[src/rtl/seq_detect_pkg.sv]
// Shared types and constants for the sequence-detector chain (serializer, detector, benches).
package seq_detect_pkg;

  localparam int DEFAULT_WIDTH = 16;

  typedef enum logic {
    IDLE  = 1'b0,
    SHIFT = 1'b1
  } ser_state_e;

endpackage

[src/rtl/ser_bit_counter.sv]
// Bit-position counter for the pattern serializer; flags the last bit of a word and
// saturates there until cleared.
module ser_bit_counter #(
  parameter int WIDTH = 16,
  parameter int CNT_W = $clog2(WIDTH)
) (
  input  logic clk,
  input  logic reset,
  input  logic clr,
  input  logic inc,
  output logic last
);

  localparam logic [CNT_W-1:0] LastIdx = CNT_W'(WIDTH - 1);

  logic [CNT_W-1:0] cnt_q, cnt_d;

  assign last = (cnt_q == LastIdx);

  always_comb begin
    cnt_d = cnt_q;
    if (clr) begin
      cnt_d = '0;
    end else if (inc && !last) begin
      cnt_d = cnt_q + CNT_W'(1);
    end
  end

  // NOTE: sequential state uses non-blocking assignments so every flop samples pre-edge values.
  always_ff @(posedge clk or negedge reset) begin
    if (!reset) begin
      cnt_q <= '0;
    end else begin
      cnt_q <= cnt_d;
    end
  end

endmodule

[src/rtl/pattern_serializer.sv]
// Loads a WIDTH-bit pattern over valid/ready and emits it one bit per adv cycle on x.
// Optional SERIALIZER_LOOP_EN adds a loop input that replays the current word.
module pattern_serializer
  import seq_detect_pkg::*;
#(
  parameter int WIDTH     = DEFAULT_WIDTH,
  parameter bit MSB_FIRST = 1'b1,
  parameter int CNT_W     = $clog2(WIDTH)
) (
  input  logic             clk,
  input  logic             reset,
  input  logic             load_valid,
  input  logic [WIDTH-1:0] load_data,
  output logic             load_ready,
  input  logic             adv,
  output logic             x,
  output logic             x_valid,
  output logic             busy,
  output logic             done
`ifdef SERIALIZER_LOOP_EN
  ,
  input  logic             loop
`endif
);

  ser_state_e       state_q, state_d;
  logic [WIDTH-1:0] shreg_q, shreg_d;
  logic             x_q, x_d;
  logic             done_q, done_d;
  logic             cnt_clr, cnt_inc, cnt_last;
`ifdef SERIALIZER_LOOP_EN
  logic [WIDTH-1:0] word_q, word_d;
`endif

  function automatic logic first_bit(input logic [WIDTH-1:0] w);
    return MSB_FIRST ? w[WIDTH-1] : w[0];
  endfunction

  function automatic logic [WIDTH-1:0] shift_word(input logic [WIDTH-1:0] w);
    return MSB_FIRST ? {w[WIDTH-2:0], 1'b0} : {1'b0, w[WIDTH-1:1]};
  endfunction

  ser_bit_counter #(
    .WIDTH(WIDTH),
    .CNT_W(CNT_W)
  ) u_bit_counter (
    .clk  (clk),
    .reset(reset),
    .clr  (cnt_clr),
    .inc  (cnt_inc),
    .last (cnt_last)
  );

  // NOTE: every always_comb output gets a default first so no path can infer a latch.
  always_comb begin
    state_d    = state_q;
    shreg_d    = shreg_q;
    x_d        = x_q;
    done_d     = 1'b0;
    cnt_clr    = 1'b0;
    cnt_inc    = 1'b0;
    load_ready = 1'b0;
`ifdef SERIALIZER_LOOP_EN
    word_d     = word_q;
`endif
    unique case (state_q)
      IDLE: begin
        load_ready = 1'b1;
        if (load_valid) begin
          state_d = SHIFT;
          shreg_d = load_data;
          x_d     = first_bit(load_data);
          cnt_clr = 1'b1;
`ifdef SERIALIZER_LOOP_EN
          word_d  = load_data;
`endif
        end
      end
      SHIFT: begin
        if (adv && !cnt_last) begin
          shreg_d = shift_word(shreg_q);
          x_d     = first_bit(shift_word(shreg_q));
          cnt_inc = 1'b1;
        end else if (adv) begin
          // Last bit consumed: a waiting word follows with no bubble.
          done_d     = 1'b1;
          load_ready = 1'b1;
          cnt_clr    = 1'b1;
          if (load_valid) begin
            shreg_d = load_data;
            x_d     = first_bit(load_data);
`ifdef SERIALIZER_LOOP_EN
            word_d  = load_data;
          end else if (loop) begin
            shreg_d = word_q;
            x_d     = first_bit(word_q);
`endif
          end else begin
            state_d = IDLE;
            x_d     = 1'b0;
          end
        end
      end
      default: state_d = IDLE;
    endcase
  end

  always_ff @(posedge clk or negedge reset) begin
    if (!reset) begin
      state_q <= IDLE;
      shreg_q <= '0;
      x_q     <= 1'b0;
      done_q  <= 1'b0;
    end else begin
      state_q <= state_d;
      shreg_q <= shreg_d;
      x_q     <= x_d;
      done_q  <= done_d;
    end
  end

`ifdef SERIALIZER_LOOP_EN
  // NOTE: the word copy is pure data, so it skips the reset and stays out of the reset tree.
  always_ff @(posedge clk) begin
    word_q <= word_d;
  end
`endif

  assign x       = x_q;
  assign x_valid = (state_q == SHIFT);
  assign busy    = (state_q == SHIFT);
  assign done    = done_q;

endmodule

[config.mk]
export PLATFORM = sky130hd
export DESIGN_NAME = pattern_serializer
export DESIGN_NICKNAME = d
export VERILOG_FILES = /design/src/rtl/seq_detect_pkg.sv /design/src/rtl/ser_bit_counter.sv /design/src/rtl/pattern_serializer.sv
export SDC_FILE = /design/constraint.sdc
export NUM_CORES = 1
export LEC_CHECK = 0
export BUFFER_PORTS_ARGS = -buffer_cell sky130_fd_sc_hd__buf_2
export CAP_MARGIN = 10
export CORE_ASPECT_RATIO = 1.75
export CORE_MARGIN = 3
export CORE_UTILIZATION = 49
export CTS_CLUSTER_SIZE = 8
export DETAILED_ROUTE_END_ITERATION = 10
export PLACE_DENSITY = 0.79
export SYNTH_ARGS = -nofsm -noshare
export SYNTH_HDL_FRONTEND = slang
export SYNTH_SLANG_ARGS = --single-unit
[constraint.sdc]
create_clock -name clk -period 1.8 [get_ports clk]
set_input_delay 0 -clock clk [delete_from_list [all_inputs] [get_ports clk]]
set_output_delay 0 -clock clk [all_outputs]
set_load 0.01 [all_outputs]
==> flow_summary.json <==
{
  "fin_tns_setup_ns": 0,
  "first_pass_iters": 4,
  "dp_hpwl_microns": 1740,
  "layout_common_cells": "24 x buf_2, 22 x dfrtp_1, 18 x o21ai_0",
  "gr-total-overflow": 0,
  "worst_slew_pin_slew_ns": 0.558,
  "rsz0062_at_grt": "false",
  "synthesis.area_sq_um": 1110,
  "routedWlPerCell_microns": 14.9,
  "relSlewSlack_pct": 62.8,
  "syn_inst": 122,
  "die_y_microns": 69.1,
  "ir_drop_mv": 0.590,
  "wl_met1_microns": 1080,
  "numPortBuffers": 24,
  "fin_total_pwr_mw": 1.24,
  "startpoint": "busy",
  "core_area_sq_um": 2120,
  "worst_setup_path_start_kind": "flip-flop",
  "grt_usage_pct": 20.7,
  "start_util_pct": 52.6,
  "crit_path_end_kind": "flip-flop",
  "dr_total_vias": 1093,
  "hp-class": "input pin to flip-flop",
  "final_util_pct": 65.9,
  "finalSetupViolCount": 0,
  "min_period_over_period_pct": 88.8,
  "n_fill_cell": 166,
  "reg2regPathDepth": 3,
  "status": "complete, no violations",
  "critPathSlowestCell": "dfrtp_1",
  "cts_tree": "yes",
  "ff2ff_setup_slack_ns": 0.20,
  "h-tree-depth": 1,
  "clock_skew_ns": 0.00472,
  "worstPathCellList": "nand2_1, or2_2, a31oi_1",
  "layout.nets": 179,
  "crit_end": "shreg_q[8]",
  "p_leak_nw": 0.612,
  "cap_violations": 0,
  "fin_crit_ns": 1.60,
  "layout_setup_ws_ns": 0.201,
  "dp.cells": 161,
  "cts_sinks": 22,
  "ant_nets": 0,
  "fin_cells": 181,
  "wl_met2_microns": 1420,
  "ys_ff_latch": 22,
  "place_ws_ns": 0.199,
  "grt_antenna_before_repair": 0,
  "grt_pass1_vias": 1124,
  "powerDensity_nw_per_um2": 889,
  "cts_buffer_depth": 2,
  "critical_path.reg2reg.startpoint": "busy",
  "drt_iter0_markers": 64,
  "reg2reg_to": "shreg_q[8]",
  "synth.net_count": 143,
  "dr_wl_met3_microns": 146,
  "maxUsedRoutingLayer": "met4",
  "area_delta_synth_final_pct": 25.4,
  "die_area_sq_um": 2910,
  "ys_seq_area_share_pct": 49.4,
  "yosysWarnings": 0,
  "path_clk_slew_ns": 0.12,
  "grt_max_degree": 23,
  "syn_area_per_cell_sq_um": 9.14,
  "root_buffer": "clkbuf_4",
  "drcViolationCount": 0,
  "crit_type": "flip-flop to flip-flop",
  "hold_viol_final": 0,
  "slowest_delay_ns": 0.55,
  "crit_required_ns": 2.02,
  "layout_commonest_cell": "buf_2",
  "path_max_fanout": 16,
  "clock_latency_ns": 0.30,
  "drv_slew": 0,
  "fmax_mhz": 625,
  "pin_count": 25,
  "grt_pass1_wl_microns": 4810,
  "via_per_inst": 6.04,
  "cp.arrival_ns": 1.82,
  "hold_start": "adv",
  "wl_microns": 2700,
  "layout-drive-gt1-share_pct": 19.9,
  "numCtsBuffers": 3,
  "routabilityCongestion": 0.842,
  "rows": 22,
  "chipWidth_microns": 42.1,
  "synthDistinctLibCells": 24
}
## repair_timing
action                                  CTS  global route
endpoints found under the setup margin    0             5
buffers inserted                          0             0
resized for setup                         0             1
hold buffers                             16             0
hold endpoints to repair                 37             0
## power by group
group	internal (mW)	switching (mW)	total (mW)
clock network	0.0780	0.139	0.217
logic	0.163	0.170	0.333
registers	0.611	0.0816	0.693
total	0.852	0.391	1.24
## per-layer routing
layer,global-route usage (%),vias up
met5,0,-
met4,9.69,0
met3,3.66,6
met2,34.7,39
met1,25.0,529
li1,-,519
## per-stage QoR
stage	cell area [sq um]	hold slack, ns
after global routing	1400	0.00824
after detailed placement	1210	-0.00801
after global placement	1210	-0.0141
after CTS	1400	0.0257
after floorplan	1110	-0.296
final	1400	0.0191
## synthesized netlist by cell type
cell | instances | area, sq um
a221o_1 | 1 | 10.0
dfrtp_1 | 22 | 551
clkbuf_1 | 5 | 18.8
nor3_1 | 14 | 70.1
nand3_1 | 17 | 85.1
buf_4 | 1 | 7.51
ha_1 | 1 | 12.5
and3_1 | 2 | 12.5
a21oi_1 | 2 | 10.0
a31oi_1 | 14 | 87.6
nand2_1 | 7 | 26.3
buf_6 | 3 | 33.8
or2_1 | 1 | 6.26
a22o_1 | 1 | 8.76
buf_2 | 3 | 15.0
o21ai_0 | 18 | 90.1
o211ai_1 | 1 | 7.51
nand4_1 | 1 | 6.26
nand2b_1 | 2 | 12.5
and2b_1 | 1 | 7.51
inv_1 | 1 | 3.75
nor2_1 | 1 | 3.75
xor2_1 | 1 | 8.76
mux2i_1 | 2 | 20.0
## worst max-delay path: cells and delay by family, from the launching register on
family / cells / cell delay [ns]
and+or+nand+nor: 2 / 0.76
DFF: 1 / 0.55
AOI/OAI and AO/OA: 1 / 0.21
## state kept, by name, indices dropped and copies added, names as in the netlist
| register | cells |
|---|---|
| busy | 1 |
| done | 1 |
| shreg_q | 15 |
| u_bit_counter.cnt_q | 4 |
| x | 1 |
## cells by family (layout without fill, tap and decap cells)
kind of cell,Yosys count,after routing,synth area share (%)
flops,22,22,49.4
buf+inv,13,47,7.07
other cells,0,1,0
fa+ha+maj,1,1,1.12
mux,2,2,1.80
simple gates,46,46,20.7
compound gates,37,37,19.2
xor+xnor,1,1,0.786
## worst min-delay path by stage
stage / to / slack (ns) / cells past startpoint
2_1_floorplan: busy / -0.30 / 0
3_3_place_gp: shreg_q[12] / -0.01 / 1
3_5_place_dp: shreg_q[2] / -0.008 / 1
4_1_cts: x / 0.03 / 2
5_1_grt: done / 0.008 / 2
6_report: x / 0.02 / 2
## cell type report
cell class,instances,area [sq um],area share [%]
well taps,24,30.0,2.15
flip-flops and latches,22,551,39.4
repair buffers,43,303,21.7
inverters,1,3.75,0.269
multi-input cells,87,485,34.7
clock buffers,3,22.5,1.61
diodes,1,2.50,0.179
(Power assumes the default switching activity.)
